### config.mk
export PLATFORM = sky130hd
export DESIGN_NAME = clk_strobe_gen
export DESIGN_NICKNAME = d
export VERILOG_FILES = /design/src/rtl/clk_strobe_gen_pkg.sv /design/src/rtl/clk_strobe_gen_nco_channel.sv /design/src/rtl/clk_strobe_gen.sv
export SDC_FILE = /design/constraint.sdc
export NUM_CORES = 1
export LEC_CHECK = 0
export ABC_CLOCK_PERIOD_IN_PS = 16100
export CAP_MARGIN = 30
export CORE_AREA = 3 3 147 149
export DETAILED_ROUTE_END_ITERATION = 8
export DIE_AREA = 0 0 150 152
export PLACE_DENSITY = 0.66
export SLEW_MARGIN = 25
export SYNTH_ARGS = -nofsm -noshare
export SYNTH_HDL_FRONTEND = slang
export SYNTH_SLANG_ARGS = --single-unit
### constraint.sdc
create_clock -name I_clk_pixel -period 16.1 [get_ports I_clk_pixel]
set_clock_uncertainty 0.2 [all_clocks]
set_input_delay 4.83 -clock I_clk_pixel [delete_from_list [all_inputs] [get_ports I_clk_pixel]]
set_output_delay 4.83 -clock I_clk_pixel [all_outputs]
set_load 0.01 [all_outputs]
### src/rtl/clk_strobe_gen_pkg.sv
// Shared configuration for the pixel-domain strobe generator: clock rates, NCO sizing and
// the helper that turns a target tick rate into a phase increment.
package clk_strobe_gen_pkg;

  localparam int unsigned CLKFRQ           = 27000;  // pixel clock in kHz
  localparam int unsigned AUDIO_RATE       = 48000;  // audio sample rate in Hz
  localparam int unsigned STROBE_ACC_WIDTH = 32;
  localparam int unsigned STROBE_CHANNELS  = 2;

  // round(f_tick * 2^w / f_clk), with f_clk given in kHz
  function automatic longint unsigned calc_inc(input longint unsigned f_clk_khz,
                                               input longint unsigned f_tick_hz,
                                               input int unsigned     w);
    longint unsigned den;
    den = f_clk_khz * 64'd1000;
    return ((f_tick_hz << w) + (den >> 1)) / den;
  endfunction

  // Tick at twice the audio rate so the toggled square clock lands on AUDIO_RATE.
  localparam int unsigned STROBE_INC_DEFAULT =
      32'(calc_inc(64'(CLKFRQ), 64'(2 * AUDIO_RATE), STROBE_ACC_WIDTH));

endpackage

### src/rtl/clk_strobe_gen_nco_channel.sv
// One NCO channel: phase accumulator with clamped increment register, registered overflow
// tick and a square clock that toggles on every tick.
module clk_strobe_gen_nco_channel #(
  parameter int unsigned W         = 32,
  parameter int unsigned INC_RESET = 0
) (
  input  logic         clk_i,
  input  logic         rst_i,
  input  logic         run_ok_i,
  input  logic         en_i,
  input  logic         load_i,
  input  logic         sync_i,
  input  logic [W-1:0] inc_i,
  output logic         tick_o,
  output logic         clk_o
);

  // Increments above half scale would allow back-to-back ticks, breaking the toggled clock.
  localparam logic [W-1:0] HalfScale = W'(64'd1 << (W - 1));
  localparam logic [W-1:0] IncReset  =
      (64'(INC_RESET) > (64'd1 << (W - 1))) ? HalfScale : W'(INC_RESET);

  logic [W-1:0] acc_q, acc_d;
  logic [W-1:0] inc_q, inc_d;
  logic         tick_q, tick_d;
  logic         sclk_q, sclk_d;
  logic [W:0]   sum;

  always_comb begin
    sum    = {1'b0, acc_q} + {1'b0, inc_q};
    acc_d  = acc_q;
    tick_d = 1'b0;
    sclk_d = sclk_q;
    inc_d  = inc_q;

    if (load_i) begin
      inc_d = (inc_i > HalfScale) ? HalfScale : inc_i;
    end

    if (!run_ok_i || sync_i) begin
      acc_d  = '0;
      sclk_d = 1'b0;
    end else if (en_i) begin
      // Modular wrap keeps the remainder, so the long-term rate is exact.
      acc_d  = sum[W-1:0];
      tick_d = sum[W];
      if (sum[W]) begin
        sclk_d = ~sclk_q;
      end
    end
  end

  always_ff @(posedge clk_i or posedge rst_i) begin
    if (rst_i) begin
      acc_q  <= '0;
      inc_q  <= IncReset;
      tick_q <= 1'b0;
      sclk_q <= 1'b0;
    end else begin
      acc_q  <= acc_d;
      inc_q  <= inc_d;
      tick_q <= tick_d;
      sclk_q <= sclk_d;
    end
  end

  assign tick_o = tick_q;
  assign clk_o  = sclk_q;

endmodule

### src/rtl/clk_strobe_gen.sv
// Multi-channel fractional clock-enable generator: startup gate plus CHANNELS independent NCOs
// producing a 1-cycle tick and a half-rate square clock each.
module clk_strobe_gen
  import clk_strobe_gen_pkg::*;
#(
  parameter int unsigned CHANNELS       = STROBE_CHANNELS,
  parameter int unsigned ACC_WIDTH      = STROBE_ACC_WIDTH,
  parameter int unsigned STARTUP_CYCLES = 1024,
  parameter int unsigned INC_DEFAULT    = STROBE_INC_DEFAULT
) (
  input  logic                          I_clk_pixel,
  input  logic                          I_reset,
  input  logic [CHANNELS-1:0]           I_en,
  input  logic [CHANNELS-1:0]           I_load,
  input  logic [CHANNELS*ACC_WIDTH-1:0] I_inc,
  input  logic [CHANNELS-1:0]           I_sync,
  output logic                          O_ready,
  output logic [CHANNELS-1:0]           O_tick,
  output logic [CHANNELS-1:0]           O_clk
);

  localparam int unsigned CntW = $clog2(STARTUP_CYCLES + 1);

  logic [CntW-1:0] cnt_q, cnt_d;
  logic            ready_q, ready_d;

  // Counter stops once ready so the gate can never reopen without a reset.
  always_comb begin
    cnt_d   = cnt_q;
    ready_d = ready_q;
    if (!ready_q) begin
      cnt_d = cnt_q + CntW'(1);
      if (cnt_q == CntW'(STARTUP_CYCLES - 1)) begin
        ready_d = 1'b1;
      end
    end
  end

  always_ff @(posedge I_clk_pixel or posedge I_reset) begin
    if (I_reset) begin
      cnt_q   <= '0;
      ready_q <= 1'b0;
    end else begin
      cnt_q   <= cnt_d;
      ready_q <= ready_d;
    end
  end

  assign O_ready = ready_q;

  for (genvar n = 0; n < CHANNELS; n++) begin : g_ch
    clk_strobe_gen_nco_channel #(
      .W         (ACC_WIDTH),
      .INC_RESET (INC_DEFAULT)
    ) u_ch (
      .clk_i    (I_clk_pixel),
      .rst_i    (I_reset),
      .run_ok_i (ready_q),
      .en_i     (I_en[n]),
      .load_i   (I_load[n]),
      .sync_i   (I_sync[n]),
      .inc_i    (I_inc[n*ACC_WIDTH +: ACC_WIDTH]),
      .tick_o   (O_tick[n]),
      .clk_o    (O_clk[n])
    );
  end

endmodule

### Word level (Yosys, flattened, before mapping)

Index checks and enable logic that the tools add are counted.

* reductions and logical operators: 9
* bitwise operators: 2
* $lt $le $gt $ge: 2
* eq/ne operators: 1
* muxes and demuxes: 18
* $add $sub $neg: 3

Operator list (number)
* two-way mux 32 bit: 6
* adder 32 x 32 -> 33 bit: 2
* > comparator 32 bit (second input constant): 2
* two-way mux 1 bit: 12
* adder 11 x 1 -> 11 bit (second input constant): 1
* == test 11 x 10 -> 1 bit (second input constant): 1
* nonzero test 2 bit: 4
* AND reduction 2 bit: 2
* logical OR 1 bit: 2
* inverter 1 bit: 2
* zero test 1 bit: 1

* register bits after elaboration: 144
* input port bits: 72
* word-level logic and storage cells: 45
* output and inout port bits: 5

### Depth between registers and ports, before layout

Gate-level depths: netlist of the first run.

* word-level depth: 4
* depth in mapped cells: 12
* depth with buffers taken out: 12

### Hierarchy

Synthesis of the first run repeated with hierarchy kept, for this count alone.

* cells, all modules: 1056
* area, all modules: 9464.1 um^2

Modules (own cells, without submodules)
* clk_strobe_gen_nco_channel at g_ch[1].u_ch: instances 1, cells each 525, area each 4561.9 um^2, sequential area each 1664.1 um^2
* clk_strobe_gen_nco_channel at g_ch[0].u_ch: instances 1, cells each 486, area each 4334.2 um^2, sequential area each 1664.1 um^2
* clk_strobe_gen: instances 1, cells each 45, area each 568.0 um^2, sequential area each 300.3 um^2

### Worst setup path after synthesis of the first run

No wires, ideal clock.

* path kind: in2reg
* start point: in I_inc[24]
* end point: reg g_ch[0].u_ch.inc_q[0]
* path buffers: 2
* required time: 15821 ps
* data arrival time: 6007 ps
* cell stages on the path: 8
* setup time: 79 ps
* slack: 9814 ps
* cell sequence: nor4b_1 -> nand4_1 -> o21ai_0 -> and2_1 -> clkbuf_1 -> clkbuf_1 -> nand2_1 -> o21ai_0

* longest elaborated chain between the ends: 2

RTL lines
* from (decl): line clk_strobe_gen.sv:15 `input logic [CHANNELS*ACC_WIDTH-1:0] I_inc,`
* > comparator 32 bit: line clk_strobe_gen_nco_channel.sv:37 `inc_d = (inc_i > HalfScale) ? HalfScale : inc_i;`
* two-way mux 32 bit: line clk_strobe_gen_nco_channel.sv:37
* to (signal assigned): line clk_strobe_gen_nco_channel.sv:56 `inc_q <= IncReset;`
* to (signal assigned): line clk_strobe_gen_nco_channel.sv:61 `inc_q <= inc_d;`
* to (decl): line clk_strobe_gen_nco_channel.sv:24 `logic [W-1:0] inc_q, inc_d;`

Every way passes these cells.
A chain may end at the register's enable or synchronous reset.

### Worst setup path after layout of the first run

* start point: in I_inc[33]
* end point: reg g_ch[1].u_ch.inc_q[22]

* longest elaborated chain between the ends: 2

RTL lines (line)
* > comparator 32 bit: clk_strobe_gen_nco_channel.sv:37
* two-way mux 32 bit: clk_strobe_gen_nco_channel.sv:37
* to (signal assigned): clk_strobe_gen_nco_channel.sv:56
* to (signal assigned): clk_strobe_gen_nco_channel.sv:61
* to (decl): clk_strobe_gen_nco_channel.sv:24

Every way passes these cells.

==> out/metrics.cfg, run 1 <==
[placed_design]
hpwl_um = 15000
portBuffers = 76
gp_congestion = 0.856
dpl.cell_count = 1342

[cells_and_area]
seq_area_um2 = 3630
final_cells = 1374
multi_input_comb_area_um2 = 5010
mostFrequentLayoutCell = dfrtp_1
fillers = 1886
mostFrequentLayoutCells = dfrtp_1, nand2_1, o21ai_0
drive_gt1_share_pct = 7.52
area_growth_pct = 17.1
layout.nets = 1230
insertedDiodeCount = 0

[floorplanning]
rows = 52
fp.dieH_um = 152
ios = 77
initial_core_util_pct = 45.1
die_w_um = 150
placeableCoreArea_um2 = 20300
die_area_um2 = 22800

[cts]
clockRootBuffer = clkbuf_16
cts_setup_buffers = 0
clkTransAtPathRegs_ps = 60
cts_buffers = 17
cts_buffer_depth = 2
cts_resized = 0
postCtsHoldBufs = 0
cts_sinks = 144
insertion_delay_ps = 430
cts_tree = yes
ctsHtreeMaxLevel = 4

[route]
drt_iter0_drc = 357
dr.pass1.iters = 4
route.detailed.drc = 0
finalWirelength_um = 20900
detail-route-antenna-nets = 0
routedWlPerCell_um = 15.2
via_per_inst = 5.37
vias = 7380

[critical_path]
crit_path_end_kind = register
critPathLaunchType = input port
cp.required_ps = 16240
cp.arrival_ps = 6940
cp_max_fo = 30
path_class = in2reg

[pwr]
power_switching_mw = 0.225
comb_power_share_pct = 11.0
vdd_drop_max_v = 0.0000609
p_leak_nw = 4.91
seq_power_share_pct = 43.7
power_density_nw_per_um2 = 82.7
p_int_mw = 0.663
swShare_pct = 25.3
clockPowerShare_pct = 45.3

[synth]
syn_inst = 1036
synth_area_um2 = 9160
synth_area_leaders = dfrtp_1, ha_1, dfstp_2, o21ai_0, nand2_1
yosys.area.top_type_share_pct = 33.9
yosys.area.top_type = dfrtp_1
ys_seq_area_share_pct = 39.6
postSynthAreaPerCell_um2 = 8.84
ys_types = 65
async_flop_share_pct = 100
syn_nets = 1175
synthFlopType = dfrtp_1
ys_warn_count = 0
synth_seq_cells = 144
synth_edf_count = 0

[global_routing]
antenna_found_initial = 0
first_global_vias = 7362
grt_usage_pct = 19.0
grt-ovfl-total = 0
grt_max_degree = 96
grt_pass1_wl_um = 35600

[sta]
rsz0062_at_grt = false
slew_headroom_pct = 41.6
min_period_ps = 6810
tightestPinTransition_ps = 875
max_freq_mhz = 147
setup_viol = 0
period_share_pct = 42.3
tns_ps = 0
hold_viol = 0
slew_viol_final = 0

[min_path]
hold_class = reg2reg

[outcome]
status = finished, final reports clean

[job]
drv_cap = 0

==> cells by family after synthesis <==
group | synth area share [%]
fa+ha+maj | 9.32
mux | 3.97
compound gates | 20.4
xor+xnor | 5.35
flops | 39.6
simple gates | 15.6
buf+inv | 5.74
==> synthesized netlist by cell type (3+ instances only) <==
cell type / count
ha_1: 65
a21oi_2: 3
a21boi_1: 3
a211oi_1: 19
dfstp_2: 20
a31oi_1: 6
o21bai_1: 12
xnor2_1: 35
nor3b_1: 4
dfrtp_1: 124
nand4_1: 10
o21ai_0: 99
a21oi_1: 56
inv_1: 84
o31ai_1: 7
and2_1: 4
xor2_1: 21
nand3b_1: 6
nand2_1: 112
a21o_1: 31
nand2b_1: 9
o21ai_1: 3
and3_1: 9
nor3_1: 13
nand3_1: 22
buf_4: 4
mux2i_1: 33
nor4_1: 15
nor2_1: 82
o21a_1: 10
mux2_2: 3
o211ai_1: 13
clkbuf_1: 38
nand4b_1: 3
or3_1: 4
o22ai_1: 7
buf_1: 4
nor2b_1: 7
==> routing by layer <==
| metal | up-vias | routed length [µm] | track usage (%) |
|---|---|---|---|
| li1 | 3759 | - | - |
| met1 | 3490 | 10300 | 26.7 |
| met2 | 103 | 9560 | 30.0 |
| met3 | 28 | 643 | 3.40 |
| met4 | 0 | 390 | 5.84 |
| met5 | - | 0 | 0 |
==> cell type report <==
class                      count  share of cell area [%]
tap                          270                    3.15
clock inverter                11                    1.21
timing repair buffer          84                    7.72
inverter                      84                    2.99
clock buffer                  21                    4.39
sequential                   144                    33.8
multi-input combinational    760                    46.7
==> worst paths after layout <==
path                                        from                endpoint  slack (ps)  depth (start not counted)
setup / recovery                       I_inc[33]  g_ch[1].u_ch.inc_q[22]        9290                          7
hold / removal                          cnt_q[5]                cnt_q[5]         260                          1
max in group asynchronous                I_reset  g_ch[1].u_ch.acc_q[26]        9740                          3
min in group asynchronous                I_reset                cnt_q[3]        4770                          2
setup reg to reg           g_ch[1].u_ch.inc_q[0]  g_ch[1].u_ch.acc_q[26]       12780                         12
hold reg to reg                         cnt_q[5]                cnt_q[5]         260                          1
==> per-stage QoR <==
stage	setup slack, ps	instance area, µm²	power, mW	hold slack (ps)	util [%]
finish	9290	10700	0.887	261	52.8
floorplan	7240	9160	0.453	234	-
global placement	8530	10100	0.490	251	49.8
CTS	9290	10700	0.896	263	52.8
detailed placement	8840	10100	0.492	253	49.9
global route	9130	10700	0.926	275	52.8
==> registers in the layout (all words and copies together) (netlist names) <==
register	flops
g_ch.u_ch.inc_q	64
cnt_q	11
O_ready	1
g_ch.u_ch.tick_o	2
g_ch.u_ch.clk_o	2
g_ch.u_ch.acc_q	64
==> critical path, stage by stage <==
cell and delay (ps):
clkdlybuf4s50_1 440, nor4_1 390, nand4_1 300, o21ai_0 210
and2_2 540, nand2_1 110, o21ai_0 110
==> power groups by stage <==
stage	clock, mW	combinational, mW	sequential [mW]
floorplan	0	0.0635	0.390
global placement	0	0.0963	0.394
detailed placement	0	0.0984	0.394
CTS	0.410	0.0989	0.388
global route	0.426	0.111	0.389
finish	0.402	0.0980	0.388
Note: power is estimated with default switching activity, not from simulation.
==> inputs of run 2 (changes only) <==
--- a/config.mk
+++ b/config.mk
@@ -5,12 +5,12 @@
 export SDC_FILE = /design/constraint.sdc
 export NUM_CORES = 1
 export LEC_CHECK = 0
-export ABC_CLOCK_PERIOD_IN_PS = 16100
+export ABC_CLOCK_PERIOD_IN_PS = 5950
 export CAP_MARGIN = 30
 export CORE_AREA = 3 3 147 149
 export DETAILED_ROUTE_END_ITERATION = 8
 export DIE_AREA = 0 0 150 152
-export PLACE_DENSITY = 0.66
+export PLACE_DENSITY = 0.68
 export SLEW_MARGIN = 25
 export SYNTH_ARGS = -nofsm -noshare
 export SYNTH_HDL_FRONTEND = slang
==> constraint.sdc (replaced) <==
create_clock -name I_clk_pixel -period 5.95 [get_ports I_clk_pixel]
set_clock_uncertainty 0.2 [all_clocks]
set_input_delay 1.785 -clock I_clk_pixel [delete_from_list [all_inputs] [get_ports I_clk_pixel]]
set_output_delay 1.785 -clock I_clk_pixel [all_outputs]
set_load 0.01 [all_outputs]
==> run 2 against run 1 <==
Net effect:
- global-route usage is 0.13 points lower
- worst setup slack worse by 7300 ps
- die area unchanged
- register-to-register slack worse by 10000 ps
- final area increased by 0.77%
- via count rose by 1.7%
- highest routed layer unchanged
==> out/metrics.cfg, run 2 (synthesis gave the netlist of run 1 again) <==
[critical_path]
reg2reg_slack_ps = 2580
slowest_stage = nor4_1
max_stage_delay_ps = 470
critPathLaunchType = input port
reg2reg_to = g_ch[1].u_ch.acc_q[26]
cp.arrival_ps = 4050
path_class = in2reg
timing.rr.start = g_ch[1].u_ch.inc_q[0]
crit_family = simple AND/OR/NAND/NOR gates
cp_cell_sequence = clkdlybuf4s50_1 -> nor4_1 -> nand4_1 -> o21ai_0 -> and2_1 -> buf_4 -> nand2_1 -> o21ai_0
cpMostUsedCell = o21ai_0
cp.required_ps = 6100
rr_worst_depth = 12
path_buf_inv = 2
cp_max_fo = 27
crit_path_end_kind = register

[cells_and_area]
seq_area_um2 = 3630
utilization_pct = 53.2
drive_gt1_share_pct = 7.59
multi_input_comb_area_um2 = 5010
insertedDiodeCount = 0
reg_top3 = g_ch.u_ch.acc_q: 64 flops, g_ch.u_ch.inc_q: 64 flops, cnt_q: 11 flops
fillers = 1895
mostFrequentLayoutCell = dfrtp_1
mostFrequentLayoutCells = dfrtp_1, nand2_1, o21ai_0
area_growth_pct = 18.0
layout.nets = 1233

[outcome]
status = finished, final reports clean

[cts]
clockRootBuffer = clkbuf_16
cts_resized = 0
cts_buffers = 17
ctsHtreeMaxLevel = 4
cts_setup_buffers = 0
cts_sinks = 144
insertion_delay_ps = 440
clkTransAtPathRegs_ps = 60
postCtsHoldBufs = 0
cts_buffer_depth = 2
cts_tree = yes

[global_routing]
grt_pass1_wl_um = 35200
antenna_found_initial = 0
grt-ovfl-total = 0
first_global_vias = 7173
grt_max_degree = 90
grt_usage_pct = 18.9

[placed_design]
gp_congestion = 0.888
portBuffers = 76
hpwl_um = 15100

[sta]
setup_viol = 0
period_share_pct = 65.7
max_freq_mhz = 256
slew_viol_final = 0
hold_viol = 0
rsz0062_at_grt = false
tightestPinTransition_ps = 911
tns_ps = 0
slew_headroom_pct = 39.2
min_period_ps = 3910

[pwr]
vdd_drop_max_v = 0.000177
power_density_nw_per_um2 = 232
p_leak_nw = 4.94

[min_path]
min-delay-start = cnt_q[7]
whs_path_depth = 1
hold_class = reg2reg
min_to = cnt_q[7]

[route]
via_per_inst = 5.45
drt_iter0_drc = 434
route.detailed.drc = 0
finalWirelength_um = 21100
dr.pass1.iters = 5
vias = 7506
routedWlPerCell_um = 15.3
detail-route-antenna-nets = 0

[job]
drv_cap = 0

[floorplanning]
die_area_um2 = 22800
placeableCoreArea_um2 = 20300
rows = 52
ios = 77
die_w_um = 150
fp.dieH_um = 152
initial_core_util_pct = 45.1

run 2: cell types whose count changed in the layout (fill, tap and decap cells not counted), moves of 2 or more:
cell and change:
clkbuf_8 -2, buf_4 +3, clkinv_2 -2, bufinv_16 +3, clkinvlp_4 +2
run 2: power breakdown:
part	total, mW	internal (mW)	leakage [nW]	switching, mW
clock	1.19	0.758	0.307	0.431
combinational	0.269	0.118	2.75	0.151
sequential	1.05	1.02	1.88	0.0261
total	2.51	1.90	4.94	0.608
run 2: per-stage QoR:
stage               power [mW]  setup slack (ps)  instances  hold slack (ps)  instance area, µm²
detailed placement        1.33              1550       1345              253               10200
CTS                       2.53              2000       1377              264               10800
finish                    2.51              2040       1377              258               10800
floorplan                 1.23               132       1036              234                9160
global route              2.61              1840       1377              272               10800
global placement          1.33              1390       1344              245               10100
run 2: worst max path at each step:
| stage | from | cells after the start | slack, ps | end |
|---|---|---|---|---|
| floorplan | I_reset | 1 | 130 | O_ready |
| global placement | I_inc[31] | 7 | 1390 | g_ch[0].u_ch.inc_q[1] |
| detailed placement | I_inc[32] | 8 | 1550 | g_ch[1].u_ch.inc_q[27] |
| CTS | I_inc[32] | 8 | 2000 | g_ch[1].u_ch.inc_q[22] |
| global route | I_inc[32] | 8 | 1840 | g_ch[1].u_ch.inc_q[22] |
| finish | I_inc[32] | 8 | 2040 | g_ch[1].u_ch.inc_q[22] |
run 2: final cells by class:
class / count / share of cell area [%]
repair buffers: 87 / 7.94
clock inverters: 12 / 1.92
multi-input cells: 760 / 46.3
flip-flops and latches: 144 / 33.6
well taps: 270 / 3.13
clock buffers: 20 / 4.13
inverters: 84 / 2.96
run 2: per-layer routing:
layer,track usage [%],routed length [µm],up-vias
li1,-,-,3757
met1,26.2,9980,3582
met2,30.3,10000,146
met3,3.99,832,21
met4,4.66,256,0
met5,0,0,-
==> inputs of run 3 (changes only) <==
--- a/config.mk
+++ b/config.mk
@@ -5,12 +5,12 @@
 export SDC_FILE = /design/constraint.sdc
 export NUM_CORES = 1
 export LEC_CHECK = 0
-export ABC_CLOCK_PERIOD_IN_PS = 5950
+export ABC_CLOCK_PERIOD_IN_PS = 3940
 export CAP_MARGIN = 30
 export CORE_AREA = 3 3 147 149
 export DETAILED_ROUTE_END_ITERATION = 8
 export DIE_AREA = 0 0 150 152
-export PLACE_DENSITY = 0.68
+export PLACE_DENSITY = 0.66
 export SLEW_MARGIN = 25
 export SYNTH_ARGS = -nofsm -noshare
 export SYNTH_HDL_FRONTEND = slang
==> constraint.sdc (replaced) <==
create_clock -name I_clk_pixel -period 3.94 [get_ports I_clk_pixel]
set_clock_uncertainty 0.2 [all_clocks]
set_input_delay 1.182 -clock I_clk_pixel [delete_from_list [all_inputs] [get_ports I_clk_pixel]]
set_output_delay 1.182 -clock I_clk_pixel [all_outputs]
set_load 0.01 [all_outputs]
==> run 3 against run 2 <==
Net effect:
- worst setup slack worse by 1400 ps
- first-iteration DRC count is 16% lower
- combinational power is 51% higher
- via count is 1.2% lower
- non-clock buffer count is 8 higher
- critical path type is now reg2reg
- die area stayed put
- sequential share of layout area is 0.051 points higher
==> out/metrics.cfg, run 3 (synthesis gave the netlist of run 1 again) <==
[cts]
clkTransAtPathRegs_ps = 60
insertion_delay_ps = 430
cts_buffers = 17
cts_sinks = 144
ctsHtreeMaxLevel = 4
cts_buffer_depth = 2
cts_tree = yes
clockRootBuffer = clkbuf_16
cts_resized = 0
postCtsHoldBufs = 0
cts_setup_buffers = 0

[floorplanning]
ios = 77
die_area_um2 = 22800
initial_core_util_pct = 45.1
placeableCoreArea_um2 = 20300
fp.dieH_um = 152
die_w_um = 150
rows = 52

[critical_path]
cp_max_fo = 5
rr_worst_depth = 12
reg2reg_to = g_ch[1].u_ch.acc_q[26]
cp.required_ps = 4030
crit_path_end_kind = register
cp.arrival_ps = 3360
critPathLaunchType = register
path_class = reg2reg
timing.rr.start = g_ch[1].u_ch.inc_q[0]
reg2reg_slack_ps = 670

[cells_and_area]
mostFrequentLayoutCell = dfrtp_1
area_growth_pct = 17.8
drive_gt1_share_pct = 8.16
layout.nets = 1241
mostFrequentLayoutCells = dfrtp_1, nand2_1, o21ai_0
reg_top3 = g_ch.u_ch.acc_q: 64 flops, g_ch.u_ch.inc_q: 64 flops, cnt_q: 11 flops
final_cells = 1385
utilization_pct = 53.2
stdcell_area_um2 = 10800
insertedDiodeCount = 0

[pwr]
p_int_mw = 2.66
power_switching_mw = 0.901
comb_power_share_pct = 11.4
p_leak_nw = 4.93
seq_power_share_pct = 44.5
power_density_nw_per_um2 = 330
swShare_pct = 25.3
vdd_drop_max_v = 0.000240
total_power_mw = 3.56
clockPowerShare_pct = 44.1

[sta]
slew_viol_final = 0
max_freq_mhz = 306
tightestPinTransition_ps = 928
fin_hold_ws_ps = 272
tns_ps = 0
hold_viol = 0
setup_viol = 0
rsz0062_at_grt = false
min_period_ps = 3270
slew_headroom_pct = 38.1
period_share_pct = 83.0
setup_slack_ps = 668

[placed_design]
portBuffers = 76
hpwl_um = 15400
dpl_cell_area_um2 = 10200
gp_congestion = 0.879
pre_cts_ws_ps = 503
dpl.cell_count = 1353

[min_path]
whs_path_depth = 1
hold_class = reg2reg
min_to = cnt_q[8]
min-delay-start = cnt_q[8]

[route]
dr.pass1.iters = 5
detail-route-antenna-nets = 0
route.detailed.drc = 0
drt_iter0_drc = 366
via_per_inst = 5.35
vias = 7413
finalWirelength_um = 20500
routedWlPerCell_um = 14.8

[outcome]
status = finished, final reports clean

[global_routing]
first_global_vias = 7219
antenna_found_initial = 0
grt_usage_pct = 18.5
grt_max_degree = 73
grt-ovfl-total = 0
grt_pass1_wl_um = 34900

[job]
drv_cap = 0

## run 3: cell count changes in the layout (fill, tap and decap cells not counted), sizes merged
cell and delta:
inv -2, clkbuf -1, buf +8, bufinv -3, clkinv +3, clkinvlp +3
## run 3: power groups by stage
| stage | Sequential, mW | Combinational (mW) | Clock [mW] |
|---|---|---|---|
| 6_report | 1.58 | 0.407 | 1.57 |
| 5_1_grt | 1.59 | 0.459 | 1.68 |
| 4_1_cts | 1.58 | 0.411 | 1.62 |
| 3_5_place_dp | 1.61 | 0.408 | 0 |
| 3_3_place_gp | 1.61 | 0.403 | 0 |
| 2_1_floorplan | 1.59 | 0.260 | 0 |
## run 3: worst max-delay path by stage
| stage | startpoint | end | cells after the start |
|---|---|---|---|
| detailed placement | I_inc[32] | g_ch[1].u_ch.inc_q[22] | 8 |
| CTS | g_ch[1].u_ch.inc_q[0] | g_ch[1].u_ch.acc_q[26] | 12 |
| floorplan | I_reset | O_ready | 1 |
| global placement | I_inc[32] | g_ch[1].u_ch.inc_q[27] | 8 |
| global route | g_ch[1].u_ch.inc_q[0] | g_ch[1].u_ch.acc_q[30] | 11 |
| finish | g_ch[1].u_ch.inc_q[0] | g_ch[1].u_ch.acc_q[26] | 12 |
## run 3: layer usage
layer  share of wire [%]  vias up  global-route usage, %  wire length, µm
li1                    -     3782                      -                -
met1                  49     3511                   26.1            10100
met2                  46      104                   29.2             9450
met3                 3.6       16                   4.38              732
met4                0.94        0                   3.62              193
met5                   0        -                      0                0
## run 3: final cells by class
cell class,instances,area [µm²]
Clock buffer,19,433
Sequential cell,144,3630
Timing Repair Buffer,95,923
Fill cell,1906,9510
Inverter,84,319
Tap cell,270,338
Multi-Input combinational cell,760,5010
Clock inverter,13,143
## run 3: worst max-delay path, stage by stage (launching register included)
cell and delay, ps:
dfstp_2 530, ha_1 180, inv_1 60, fa_1 380, nor2b_1 160, o21ai_1 90, a21boi_1 240, o31a_1 270
o211ai_1 170, a21oi_1 250, nor2_1 130, o311ai_0 330, o211ai_1 130
